==> config.mk <==
export PLATFORM = sky130hd
export DESIGN_NAME = musa_control_unit
export DESIGN_NICKNAME = d
export VERILOG_FILES = /design/src/rtl/musa_control_unit_pkg.sv /design/src/rtl/musa_opcode_decoder.sv /design/src/rtl/musa_control_unit.sv
export SDC_FILE = /design/constraint.sdc
export NUM_CORES = 1
export LEC_CHECK = 0
export ABC_AREA = 1
export BUFFER_PORTS_ARGS = -buffer_cell sky130_fd_sc_hd__buf_2
export CORE_AREA = 2 2 55 57
export DETAILED_ROUTE_END_ITERATION = 8
export DIE_AREA = 0 0 57 59
export GPL_TIMING_DRIVEN = 0
export PLACE_DENSITY = 0.78
export SYNTH_ARGS = -nofsm -noshare
export SYNTH_HDL_FRONTEND = slang
export SYNTH_HIERARCHICAL = 1
export SYNTH_SLANG_ARGS = --single-unit
==> constraint.sdc <==
create_clock -name clk_musa -period 1.8 [get_ports clk_musa]
set_clock_uncertainty 0.15 [all_clocks]
set_input_delay 0 -clock clk_musa [delete_from_list [all_inputs] [get_ports clk_musa]]
set_output_delay 0 -clock clk_musa [all_outputs]
set_load 0.03 [all_outputs]
==> src/rtl/musa_control_unit_pkg.sv <==
// Shared MUSA control-unit definitions: opcode/funct encodings, FSM state type
// and the registered control-strobe bundle.
package musa_control_unit_pkg;

  localparam logic [5:0] R_TYPE_OPCODE = 6'h00;
  localparam logic [5:0] JPC_OPCODE    = 6'h02;
  localparam logic [5:0] JR_OPCODE     = 6'h03;
  localparam logic [5:0] BRFL_OPCODE   = 6'h04;
  localparam logic [5:0] CALL_OPCODE   = 6'h05;
  localparam logic [5:0] RET_OPCODE    = 6'h06;
  localparam logic [5:0] CMP_OPCODE    = 6'h07;
  localparam logic [5:0] ADDI_OPCODE   = 6'h08;
  localparam logic [5:0] SUBI_OPCODE   = 6'h09;
  localparam logic [5:0] ANDI_OPCODE   = 6'h0C;
  localparam logic [5:0] ORI_OPCODE    = 6'h0D;
  localparam logic [5:0] LW_OPCODE     = 6'h23;
  localparam logic [5:0] SW_OPCODE     = 6'h2B;
  localparam logic [5:0] NOP_OPCODE    = 6'h3A;
  localparam logic [5:0] HALT_OPCODE   = 6'h3B;

  localparam logic [5:0] MULT_FUNCT = 6'h18;
  localparam logic [5:0] DIV_FUNCT  = 6'h1A;
  localparam logic [5:0] ADD_FUNCT  = 6'h20;
  localparam logic [5:0] SUB_FUNCT  = 6'h22;
  localparam logic [5:0] AND_FUNCT  = 6'h24;
  localparam logic [5:0] OR_FUNCT   = 6'h25;
  localparam logic [5:0] NOT_FUNCT  = 6'h27;

  typedef enum logic [1:0] {
    IDLE        = 2'd0,
    RUN         = 2'd1,
    MULDIV_WAIT = 2'd2,
    HALTED      = 2'd3
  } ctrl_state_t;

  typedef struct packed {
    logic rd1;
    logic rd2;
    logic a_wr;
    logic b_wr;
    logic imm;
    logic mem_rd;
    logic mem_wr;
    logic wb_sel;
    logic branch;
    logic branch_use_r;
    logic jump;
    logic jump_use_r;
    logic illegal;
  } ctrl_bundle_t;

  localparam ctrl_bundle_t CTRL_NONE = '{default: 1'b0};

endpackage

==> src/rtl/musa_opcode_decoder.sv <==
// Combinational opcode/funct decoder producing the strobe bundle and the
// sequencing hints (multi-cycle, halt, illegal) used by the control FSM.
module musa_opcode_decoder
  import musa_control_unit_pkg::*;
(
  input  logic [5:0]   opcode,
  input  logic [5:0]   funct,
  output ctrl_bundle_t ctrl,
  output logic         is_muldiv,
  output logic         is_halt,
  output logic         illegal
);

  // Strobe lookup; the illegal flag is reported separately, not via ctrl.
  always_comb begin
    ctrl      = CTRL_NONE;
    is_muldiv = 1'b0;
    is_halt   = 1'b0;
    illegal   = 1'b0;
    case (opcode)
      SW_OPCODE: begin
        ctrl.rd1 = 1'b1; ctrl.rd2 = 1'b1; ctrl.imm = 1'b1; ctrl.mem_wr = 1'b1;
      end
      LW_OPCODE: begin
        ctrl.rd1 = 1'b1; ctrl.a_wr = 1'b1; ctrl.imm = 1'b1;
        ctrl.mem_rd = 1'b1; ctrl.wb_sel = 1'b1;
      end
      ADDI_OPCODE, SUBI_OPCODE, ANDI_OPCODE, ORI_OPCODE: begin
        ctrl.rd1 = 1'b1; ctrl.a_wr = 1'b1; ctrl.imm = 1'b1;
      end
      JPC_OPCODE: ctrl.jump = 1'b1;
      BRFL_OPCODE: begin
        ctrl.rd1 = 1'b1; ctrl.imm = 1'b1; ctrl.branch = 1'b1; ctrl.branch_use_r = 1'b1;
      end
      JR_OPCODE, CALL_OPCODE: begin
        ctrl.a_wr = 1'b1; ctrl.jump = 1'b1;
      end
      RET_OPCODE: begin
        ctrl.rd1 = 1'b1; ctrl.jump = 1'b1; ctrl.jump_use_r = 1'b1;
      end
      CMP_OPCODE: begin
        ctrl.rd1 = 1'b1; ctrl.rd2 = 1'b1;
      end
      R_TYPE_OPCODE: begin
        case (funct)
          ADD_FUNCT, SUB_FUNCT, AND_FUNCT, OR_FUNCT, NOT_FUNCT: begin
            ctrl.rd1 = 1'b1; ctrl.rd2 = 1'b1; ctrl.a_wr = 1'b1;
          end
          MULT_FUNCT, DIV_FUNCT: begin
            ctrl.rd1 = 1'b1; ctrl.rd2 = 1'b1; ctrl.a_wr = 1'b1; ctrl.b_wr = 1'b1;
            is_muldiv = 1'b1;
          end
          default: illegal = 1'b1;
        endcase
      end
      NOP_OPCODE:  ctrl = CTRL_NONE;
      HALT_OPCODE: is_halt = 1'b1;
      default:     illegal = 1'b1;
    endcase
  end

endmodule

==> src/rtl/musa_control_unit.sv <==
// MUSA control unit: fetch gating FSM, MUL/DIV stall counter and the
// registered per-instruction control strobes.
module musa_control_unit
  import musa_control_unit_pkg::*;
#(
  parameter int DATA_WIDTH    = 32,
  parameter int MULDIV_CYCLES = 4
) (
  input  logic                  clk_musa,
  input  logic                  rst_n,
  input  logic                  boot_mode,
  input  logic                  instr_valid,
  input  logic [DATA_WIDTH-1:0] instruction,
  output logic                  instr_rd_en,
  output logic                  reg_rd_en1_out,
  output logic                  reg_rd_en2_out,
  output logic                  reg_a_wr_en_out,
  output logic                  reg_b_wr_en_out,
  output logic                  imm_inst_out,
  output logic                  mem_data_rd_en_out,
  output logic                  mem_data_wr_en_out,
  output logic                  write_back_mux_sel_out,
  output logic                  branch_inst_out,
  output logic                  branch_use_r_out,
  output logic                  jump_inst_out,
  output logic                  jump_use_r_out,
  output logic                  stall_out,
  output logic                  halted,
  output logic                  illegal_instr
);

  localparam logic [3:0] CNT_LOAD = 4'(MULDIV_CYCLES - 1);

  ctrl_state_t  state_r, state_n;
  logic [3:0]   cnt_r, cnt_n;
  ctrl_bundle_t ctrl_r, ctrl_n, dec_ctrl_s;
  logic         dec_muldiv_s, dec_halt_s, dec_illegal_s;
  logic         rd_en_r, stall_r, halted_r;
  logic         unused_instr_bits_s;

  assign unused_instr_bits_s = ^instruction[DATA_WIDTH-7:6];

  musa_opcode_decoder u_decoder (
    .opcode    (instruction[DATA_WIDTH-1 -: 6]),
    .funct     (instruction[5:0]),
    .ctrl      (dec_ctrl_s),
    .is_muldiv (dec_muldiv_s),
    .is_halt   (dec_halt_s),
    .illegal   (dec_illegal_s)
  );

  // Next state, stall counter and strobes to register this edge.
  always_comb begin
    state_n = state_r;
    cnt_n   = cnt_r;
    ctrl_n  = CTRL_NONE;
    case (state_r)
      IDLE: begin
        if (!boot_mode) state_n = RUN;
        else            state_n = IDLE;
      end
      RUN: begin
        if (boot_mode) begin
          state_n = IDLE;
        end else if (instr_valid) begin
          ctrl_n         = dec_ctrl_s;
          ctrl_n.illegal = dec_illegal_s;
          if (dec_muldiv_s) begin
            state_n = MULDIV_WAIT;
            cnt_n   = CNT_LOAD;
          end else if (dec_halt_s) begin
            state_n = HALTED;
          end else begin
            state_n = RUN;
          end
        end else begin
          state_n = RUN;
        end
      end
      MULDIV_WAIT: begin
        if (cnt_r == 4'd0) state_n = RUN;
        else               cnt_n   = cnt_r - 4'd1;
      end
      HALTED:  state_n = HALTED;
      default: state_n = IDLE;
    endcase
  end

  // State, counter and output registers; status flags follow the next state.
  always_ff @(posedge clk_musa or negedge rst_n) begin
    if (!rst_n) begin
      state_r  <= IDLE;
      cnt_r    <= 4'd0;
      ctrl_r   <= CTRL_NONE;
      rd_en_r  <= 1'b0;
      stall_r  <= 1'b0;
      halted_r <= 1'b0;
    end else begin
      state_r  <= state_n;
      cnt_r    <= cnt_n;
      ctrl_r   <= ctrl_n;
      rd_en_r  <= (state_n == RUN);
      stall_r  <= (state_n == MULDIV_WAIT);
      halted_r <= (state_n == HALTED);
    end
  end

  assign instr_rd_en            = rd_en_r;
  assign stall_out              = stall_r;
  assign halted                 = halted_r;
  assign reg_rd_en1_out         = ctrl_r.rd1;
  assign reg_rd_en2_out         = ctrl_r.rd2;
  assign reg_a_wr_en_out        = ctrl_r.a_wr;
  assign reg_b_wr_en_out        = ctrl_r.b_wr;
  assign imm_inst_out           = ctrl_r.imm;
  assign mem_data_rd_en_out     = ctrl_r.mem_rd;
  assign mem_data_wr_en_out     = ctrl_r.mem_wr;
  assign write_back_mux_sel_out = ctrl_r.wb_sel;
  assign branch_inst_out        = ctrl_r.branch;
  assign branch_use_r_out       = ctrl_r.branch_use_r;
  assign jump_inst_out          = ctrl_r.jump;
  assign jump_use_r_out         = ctrl_r.jump_use_r;
  assign illegal_instr          = ctrl_r.illegal;

endmodule

==> results of run 1 <==
## critical path, cell delays in order
cell and delay [ns]:
dlygate4sd3_1 0.53, buf_2 0.14, nand2_1 0.08, inv_2 0.06
nand3_1 0.09, dlygate4sd3_1 0.56, inv_2 0.05, nor2_1 0.09
nand3_1 0.08, inv_1 0.05, nor2_1 0.04
## routing by layer
| metal | wire (µm) | share of wire |
|---|---|---|
| met3 | 71 | 0.031 |
| met4 | 43 | 0.019 |
| met2 | 1170 | 0.50 |
| met1 | 1030 | 0.45 |
| met5 | 0 | 0 |
## timing repair
action / CTS / global route
gates resized for setup: 0 / 4
hold endpoints to repair: 32 / 0
endpoints found under the setup margin: 0 / 5
hold buffers: 8 / 0
## stage by stage
| step | utilization | cells | hold WS, ns |
|---|---|---|---|
| after global routing | 0.586 | 249 | 0.0311 |
| final | 0.586 | 249 | 0.00556 |
| after detailed placement | 0.546 | 238 | -0.171 |
| after CTS | 0.584 | 249 | 0.00525 |
| after floorplan | - | 176 | -0.446 |
| after global placement | 0.546 | 238 | -0.171 |
## cell type report
cell class	instances	area, µm²
timing repair buffer	39	235
tap	31	38.8
sequential	22	551
multi-input combinational	111	561
inverter	39	148
fill	259	1120
clock buffer	3	22.5
buffer	4	33.8
## worst paths after layout
| check | from | end | depth (start not counted) |
|---|---|---|---|
| worst max-delay path | instruction[27] | reg_a_wr_en_out | 11 |
| worst min-delay path | instruction[30] | mem_data_wr_en_out | 6 |
| min in group asynchronous | rst_n | state_r[0] | 2 |
| worst max register to register | state_r[1] | jump_use_r_out | 4 |
| max in group asynchronous | rst_n | reg_rd_en2_out | 2 |
| worst min register to register | cnt_r[1] | cnt_r[1] | 2 |
## power breakdown
group	switching, µW	leakage [µW]	internal (µW)
sequential	0	0.000292	494
clock	128	0.0000138	77.9
combinational	55.2	0.000626	39.0
total	184	0.000932	611
## cells in the final DEF, fill, tap and decap left out
| master | n |
|---|---|
| and3_1 | 1 |
| buf_2 | 31 |
| buf_4 | 3 |
| buf_6 | 1 |
| clkbuf_4 | 3 |
| clkinv_2 | 1 |
| dfrtp_1 | 22 |
| dlygate4sd3_1 | 8 |
| ha_1 | 2 |
| inv_1 | 35 |
| inv_2 | 3 |
| nand2_1 | 30 |
| nand2_2 | 3 |
| nand2_4 | 1 |
| nand3_1 | 23 |
| nand3_2 | 2 |
| nand3b_1 | 1 |
| nor2_1 | 25 |
| nor2_2 | 9 |
| nor2_4 | 2 |
| nor3_1 | 3 |
| o211ai_1 | 1 |
| o21ai_0 | 4 |
| o21ai_1 | 1 |
| o21ai_2 | 1 |
| or2_2 | 1 |
| xnor2_1 | 1 |
==> impl_metrics.yaml, run 1 <==
timing:
  finalWorstSetupSlack_ns: 0.0812
  post-route-period-util: 0.955
  maxSlewViolCount: 0
  finalCriticalPeriod_ns: 1.72
  finalSetupTns_ns: 0
  max_slew_margin: 0.694
  hold_viol_final: 0
  worstMarginPinSlew_ns: 0.459
  fmaxAchievable_mhz: 582
  setup_viol: 0
  rsz0062_at_grt: "false"
route:
  drt-vias-per-instance: 4.57
  wl_per_cell_um: 9.32
  antenna_left: 0
  dr.first_iter.drc_count: 23
  via_count: 1137
  drt-total-wl_mm: 2.32
  drtPass1Iterations: 4
  drc: 0
power_and_ir_drop:
  p_leak_uw: 0.000932
  power_density_nw_per_um2: 500
  ir_drop_v: 0.000361
  finalPower_uw: 794
global_routing:
  grt_use_total: 0.152
  grt_max_degree: 23
  grt_util_met2: 0.261
  grtUsageMet1: 0.195
  met3_usage: 0.0153
  grt.busiest_layer: "met2"
  grt_pass1_vias: 1000
  antenna_found_initial: 0
  grt_pass1_wl_mm: 4.01
  grt_overflow: 0
place:
  post_dp_cell_area_um2: 1480
  io_buffers: 31
  dp_slack_ns: 0.351
  dpl.hpwl_mm: 1.86
  routabilityCongestion: 0.863
critical_path:
  r2r_slack_ns: 0.14
  worst-setup-path-type: "in -> reg"
  start_kind: "primary input"
  critPathCaptureType: "register"
  crit_required_ns: 1.85
  critical_path_arrival_ns: 1.77
  critPathMaxFanout: 5
synth:
  synth_fp_nets: 214
  syn_area_per_cell_um2: 7.30
  yosysWarnings: 6
  synth_area_um2: 1280
  synthCells: 176
die:
  start_util: 0.474
  die_area_um2: 3360
  core_area_um2: 2710
  die_h_um: 59
  ioPinCount: 52
  row_count: 19
  fp.dieW_um: 57
finish:
  drive_above_1_share: 0.280
  fin_area_um2: 1590
  largest_reg_flops: 4
  diodes: 0
  reg.largest.list: "cnt_r: 4 flops, state_r: 2 flops"
  fin_nets: 258
  regMostFlops: "cnt_r"
  area_growth_pct: 23.7
clocking:
  cts-root-buf: "clkbuf_4"
  post-cts-setup-buffer-count: 0
  numCtsBuffers: 3
  clockBufferDepth: 2
  clock_latency_ns: 0.29
  path_clk_slew_ns: 0.10
  clock-sinks: 22
  htreeDepth: 1
  tritoncts: "built"
run:
  cap_violations: 0
outcome:
  status: "finished clean"
worst_hold_path:
  hold_path_class: "in -> reg"
No activity file was read; power rests on OpenSTA's default activity.
==> run 2: changes to the inputs <==
- CORE_AREA: 2 2 55 57 -> 2 2 58 60
- DIE_AREA: 0 0 57 59 -> 0 0 60 62
- PLACE_DENSITY: 0.78 -> 0.74
- clock period: 1.8 -> 1.5 ns (I/O delays scaled with it)
==> impl_metrics.yaml, run 2 (synthesis results as in run 1) <==
die:
  fp.dieW_um: 60
  die_h_um: 62
  row_count: 21
  ioPinCount: 52
  start_util: 0.404
  core_area_um2: 3180
  die_area_um2: 3720
finish:
  layout_common_cells: "inv_1 (36), buf_2 (31), nand2_1 (30), nor2_1 (26), nand3_1 (23)"
  area_growth_pct: 26.0
  layout_commonest_cell: "inv_1"
  drive_above_1_share: 0.274
  regMostFlops: "cnt_r"
  diodes: 0
  largest_reg_flops: 4
  fin_nets: 258
  reg.largest.list: "cnt_r: 4 flops, state_r: 2 flops"
  fin_area_um2: 1620
  multi_input_area_um2: 558
  regArea_um2: 551
  n_fill_cell: 307
clocking:
  clockBufferDepth: 2
  post-cts-setup-buffer-count: 0
  htreeDepth: 1
  clock-sinks: 22
  numCtsBuffers: 3
  tritoncts: "built"
  path_clk_slew_ns: 0.11
  clock_latency_ns: 0.31
  cts-root-buf: "clkbuf_4"
power_and_ir_drop:
  ir_drop_v: 0.000263
  power.switching_uw: 236
  combinationalPowerShare: 0.113
  power_frac_clock: 0.310
  seqPwrFrac: 0.577
  intPower_uw: 791
  p_sw_frac: 0.230
  p_leak_uw: 0.000954
  power_density_nw_per_um2: 635
critical_path:
  worst-setup-path-type: "reg -> reg"
  path_cells: "inv_2 > ha_1 > nand2_1 > nand2_2 > nand2_4 > o21ai_0"
  critPathMaxFanout: 7
  worst-path-buf-inv: 1
  critPathCaptureType: "register"
  cpPeakStageDelay_ns: 0.39
  cp_top_family: "flip-flops"
  crit_required_ns: 1.58
  cp_slowest_cell: "dfrtp_1"
  start_kind: "register"
  critical_path_arrival_ns: 1.43
place:
  dp_slack_ns: 0.0485
  io_buffers: 31
  routabilityCongestion: 0.857
  post_dp_cell_area_um2: 1500
  dpl.hpwl_mm: 1.80
global_routing:
  grt_pass1_vias: 1072
  grt_overflow: 0
  grt_use_total: 0.146
  grt_pass1_wl_mm: 4.11
  grt_max_degree: 23
  antenna_found_initial: 0
timing:
  finalWorstSetupSlack_ns: 0.145
  hold_viol_final: 0
  maxSlewViolCount: 0
  max_slew_margin: 0.690
  setup_viol: 0
  worstMarginPinSlew_ns: 0.466
  rsz0062_at_grt: "false"
  finalSetupTns_ns: 0
  post-route-period-util: 0.903
  finalCriticalPeriod_ns: 1.36
  fmaxAchievable_mhz: 738
route:
  drc: 0
  drt-total-wl_mm: 2.27
  drtPass1Iterations: 4
  antenna_left: 0
  via_count: 1155
  dr.first_iter.drc_count: 47
  drt-vias-per-instance: 4.36
  wl_per_cell_um: 8.57
run:
  cap_violations: 0
outcome:
  status: "finished clean"
worst_hold_path:
  hold_path_class: "in -> async"
## run 2: changes by cell type in the layout (fill, tap and decap cells not counted), sizes merged
| cell | change |
|---|---|
| clkbuf | +1 |
## run 2: metal layers
metal / up-vias / track usage / wire length, µm
met5: - / 0 / 0
met1: 508 / 0.168 / 1020
met4: 0 / 0.0857 / 73
met3: 7 / 0.0248 / 85
li1: 612 / - / -
met2: 28 / 0.258 / 1090
## run 2: cell type report
cell class	count	share of cell area
inverters	39	0.0912
flip-flops and latches	22	0.340
repair buffers	39	0.145
clock buffers	4	0.0224
multi-input cells	111	0.345
well taps	46	0.0355
plain buffers	4	0.0209
## run 2: power groups by stage
| stage | Sequential [µW] | Combinational, µW | Clock, µW |
|---|---|---|---|
| CTS | 593 | 115 | 332 |
| detailed placement | 604 | 99.4 | 0 |
| global placement | 604 | 97.8 | 0 |
| global route | 593 | 135 | 359 |
| floorplan | 604 | 52.4 | 0 |
| finish | 593 | 116 | 318 |
## run 2: worst paths after layout
kind	depth (start not counted)	to	from	slack [ns]
min	2	state_r[0]	rst_n	0.01
max	6	cnt_r[1]	cnt_r[0]	0.14
min in group clk_musa	7	jump_use_r_out	instruction[28]	0.01
max in group asynchronous	2	cnt_r[1]	rst_n	0.87
min reg2reg	2	cnt_r[0]	cnt_r[0]	0.43
max reg2reg	6	cnt_r[1]	cnt_r[0]	0.14
## run 2: what timing repair did
| item | CTS | global route |
|---|---|---|
| gates resized for setup | 0 | 2 |
| hold buffers | 8 | 0 |
| endpoints found under the setup margin | 0 | 5 |
| endpoints found under the hold margin | 36 | 0 |
## run 2: worst reg2reg max path: stages (launching register included)
cell     delay (ns)
dfrtp_1        0.39
inv_2          0.11
ha_1           0.18
nand2_1        0.07
nand2_2        0.11
nand2_4        0.09
o21ai_0        0.18
## run 2: stage by stage
step / instances / hold WS, ns / power (µW) / utilization
6_report: 265 / 0.0112 / 1030 / 0.509
5_1_grt: 265 / 0.0596 / 1090 / 0.509
4_1_cts: 265 / 0.00271 / 1040 / 0.508
3_5_place_dp: 253 / -0.167 / 704 / 0.471
3_3_place_gp: 253 / -0.171 / 702 / 0.471
2_1_floorplan: 176 / -0.446 / 657 / -
==> run 3: changes to the inputs <==
- CELL_PAD_IN_SITES_DETAIL_PLACEMENT: not set -> 2
- CELL_PAD_IN_SITES_GLOBAL_PLACEMENT: not set -> 2
- CORE_AREA: 2 2 58 60 -> 2 2 79 81
- DIE_AREA: 0 0 60 62 -> 0 0 81 83
- PLACE_DENSITY: 0.74 -> not set
- PLACE_DENSITY_LB_ADDON: not set -> 0.1
- TNS_END_PERCENT: not set -> 1
==> impl_metrics.yaml, run 3 (synthesis results as in run 1) <==
finish:
  finish.utilization: 0.286
  drive_above_1_share: 0.296
  largest_reg_flops: 4
  reg.largest.list: "cnt_r: 4 flops, state_r: 2 flops"
  layout_commonest_cell: "inv_1"
  instances_no_fill: 291
  diodes: 0
  layout_common_cells: "inv_1 (36), buf_2 (31), nand2_1 (30), nor2_1 (26), nand3_1 (23)"
  fin_nets: 255
  area_growth_pct: 29.6
  regMostFlops: "cnt_r"
power_and_ir_drop:
  power_density_nw_per_um2: 757
  seqPwrFrac: 0.470
  combinationalPowerShare: 0.090
  intPower_uw: 989
  p_leak_uw: 0.000968
  ir_drop_v: 0.000310
  power.switching_uw: 271
  finalPower_uw: 1260
  p_sw_frac: 0.215
  power_frac_clock: 0.440
timing:
  max_slew_margin: 0.667
  maxSlewViolCount: 0
  worstMarginPinSlew_ns: 0.500
  finalWorstSetupSlack_ns: 0.158
  rsz0062_at_grt: "false"
  fmaxAchievable_mhz: 745
  finalSetupTns_ns: 0
  post-route-period-util: 0.894
  setup_viol: 0
  hold_viol_final: 0
  finalCriticalPeriod_ns: 1.34
route:
  via_count: 1207
  drt-total-wl_mm: 3.57
  drt-vias-per-instance: 4.15
  antenna_left: 0
  drc: 0
  dr.first_iter.drc_count: 28
  wl_per_cell_um: 12.3
  drtPass1Iterations: 2
place:
  io_buffers: 31
  dpl.cell_count: 282
  routabilityCongestion: 0.780
  dp_slack_ns: -0.104
  dpl.hpwl_mm: 3.02
global_routing:
  grt_overflow: 0
  grt_max_degree: 23
  grt_use_total: 0.117
  antenna_found_initial: 0
  grt_pass1_wl_mm: 6.24
  grt_pass1_vias: 1314
clocking:
  clock-sinks: 22
  numCtsBuffers: 3
  tritoncts: "built"
  clock_latency_ns: 0.26
  clockBufferDepth: 2
  path_clk_slew_ns: 0.08
  cts-root-buf: "clkbuf_8"
  htreeDepth: 1
die:
  start_util: 0.221
  die_area_um2: 6720
  fp.dieW_um: 81
  row_count: 28
  die_h_um: 83
  core_area_um2: 5820
  ioPinCount: 52
critical_path:
  critPathMaxFanout: 7
  worst-setup-path-type: "reg -> reg"
  critical_path_arrival_ns: 1.34
  critPathCaptureType: "register"
  start_kind: "register"
  crit_required_ns: 1.50
run:
  cap_violations: 0
outcome:
  status: "finished clean"
worst_hold_path:
  hold_path_class: "in -> reg"
==> run 3: changes by cell type in the layout (fill, tap and decap cells not counted), moves of 2 or more <==
| cell | delta |
|---|---|
| clkbuf_8 | +2 |
| clkbuf_4 | -3 |
| dlygate4sd3_1 | -6 |
| buf_4 | +3 |
==> run 3: routing by layer <==
metal / vias to the layer above / routed length [µm] / share of wire / track usage
met2: 18 / 1960 / 0.55 / 0.219
met1: 576 / 1480 / 0.41 / 0.137
met5: - / 0 / 0 / 0
met4: 0 / 48 / 0.013 / 0.0370
li1: 609 / - / - / -
met3: 4 / 82 / 0.023 / 0.00978
==> run 3: worst paths after layout <==
kind / startpoint / to / slack, ns / cells after the start
min reg2reg: cnt_r[1] / cnt_r[1] / 0.45 / 2
max reg2reg: cnt_r[0] / cnt_r[1] / 0.16 / 7
max in group asynchronous: rst_n / illegal_instr / 0.78 / 2
min: instr_valid / state_r[1] / 0.01 / 5
max: cnt_r[0] / cnt_r[1] / 0.16 / 7
min in group asynchronous: rst_n / cnt_r[1] / 0.08 / 2
==> run 3: stage by stage <==
| step | instance area (µm²) | hold slack, ns |
|---|---|---|
| 2_1_floorplan | 1280 | -0.446 |
| 3_3_place_gp | 1530 | -0.156 |
| 3_5_place_dp | 1530 | -0.150 |
| 4_1_cts | 1630 | 0.0114 |
| 5_1_grt | 1670 | 0.0396 |
| 6_report | 1670 | 0.00986 |
==> run 3: final cells by class <==
| cell class | instances | area [µm²] |
|---|---|---|
| Buffer | 4 | 33.8 |
| Clock buffer | 3 | 41.3 |
| Clock inverter | 1 | 30.0 |
| Fill cell | 715 | 4150 |
| Inverter | 39 | 148 |
| Multi-Input combinational cell | 111 | 571 |
| Sequential cell | 22 | 551 |
| Tap cell | 75 | 93.8 |
| Timing Repair Buffer | 36 | 198 |
==> run 3: timing repair <==
action                     in CTS  in global routing
hold buffers                    2                  0
setup endpoints to repair       1                  4
resized for setup               1                  4
setup buffers                   0                  3
hold endpoints to repair       27                  0
pin swaps                       0                  1
==> run 3: power by group through the flow <==
stage | clock network (µW) | logic, µW | registers [µW]
5_1_grt | 611 | 131 | 593
3_5_place_dp | 0 | 110 | 604
3_3_place_gp | 0 | 103 | 604
2_1_floorplan | 0 | 52.4 | 604
4_1_cts | 573 | 114 | 592
6_report | 554 | 113 | 592
==> run 3: critical path: stages, from the launching register on <==
cell	delay, ns
dfrtp_1	0.38
inv_2	0.10
ha_2	0.20
nand2_1	0.09
nand2_4	0.10
nand2_4	0.08
nand2_1	0.07
o21ai_0	0.07
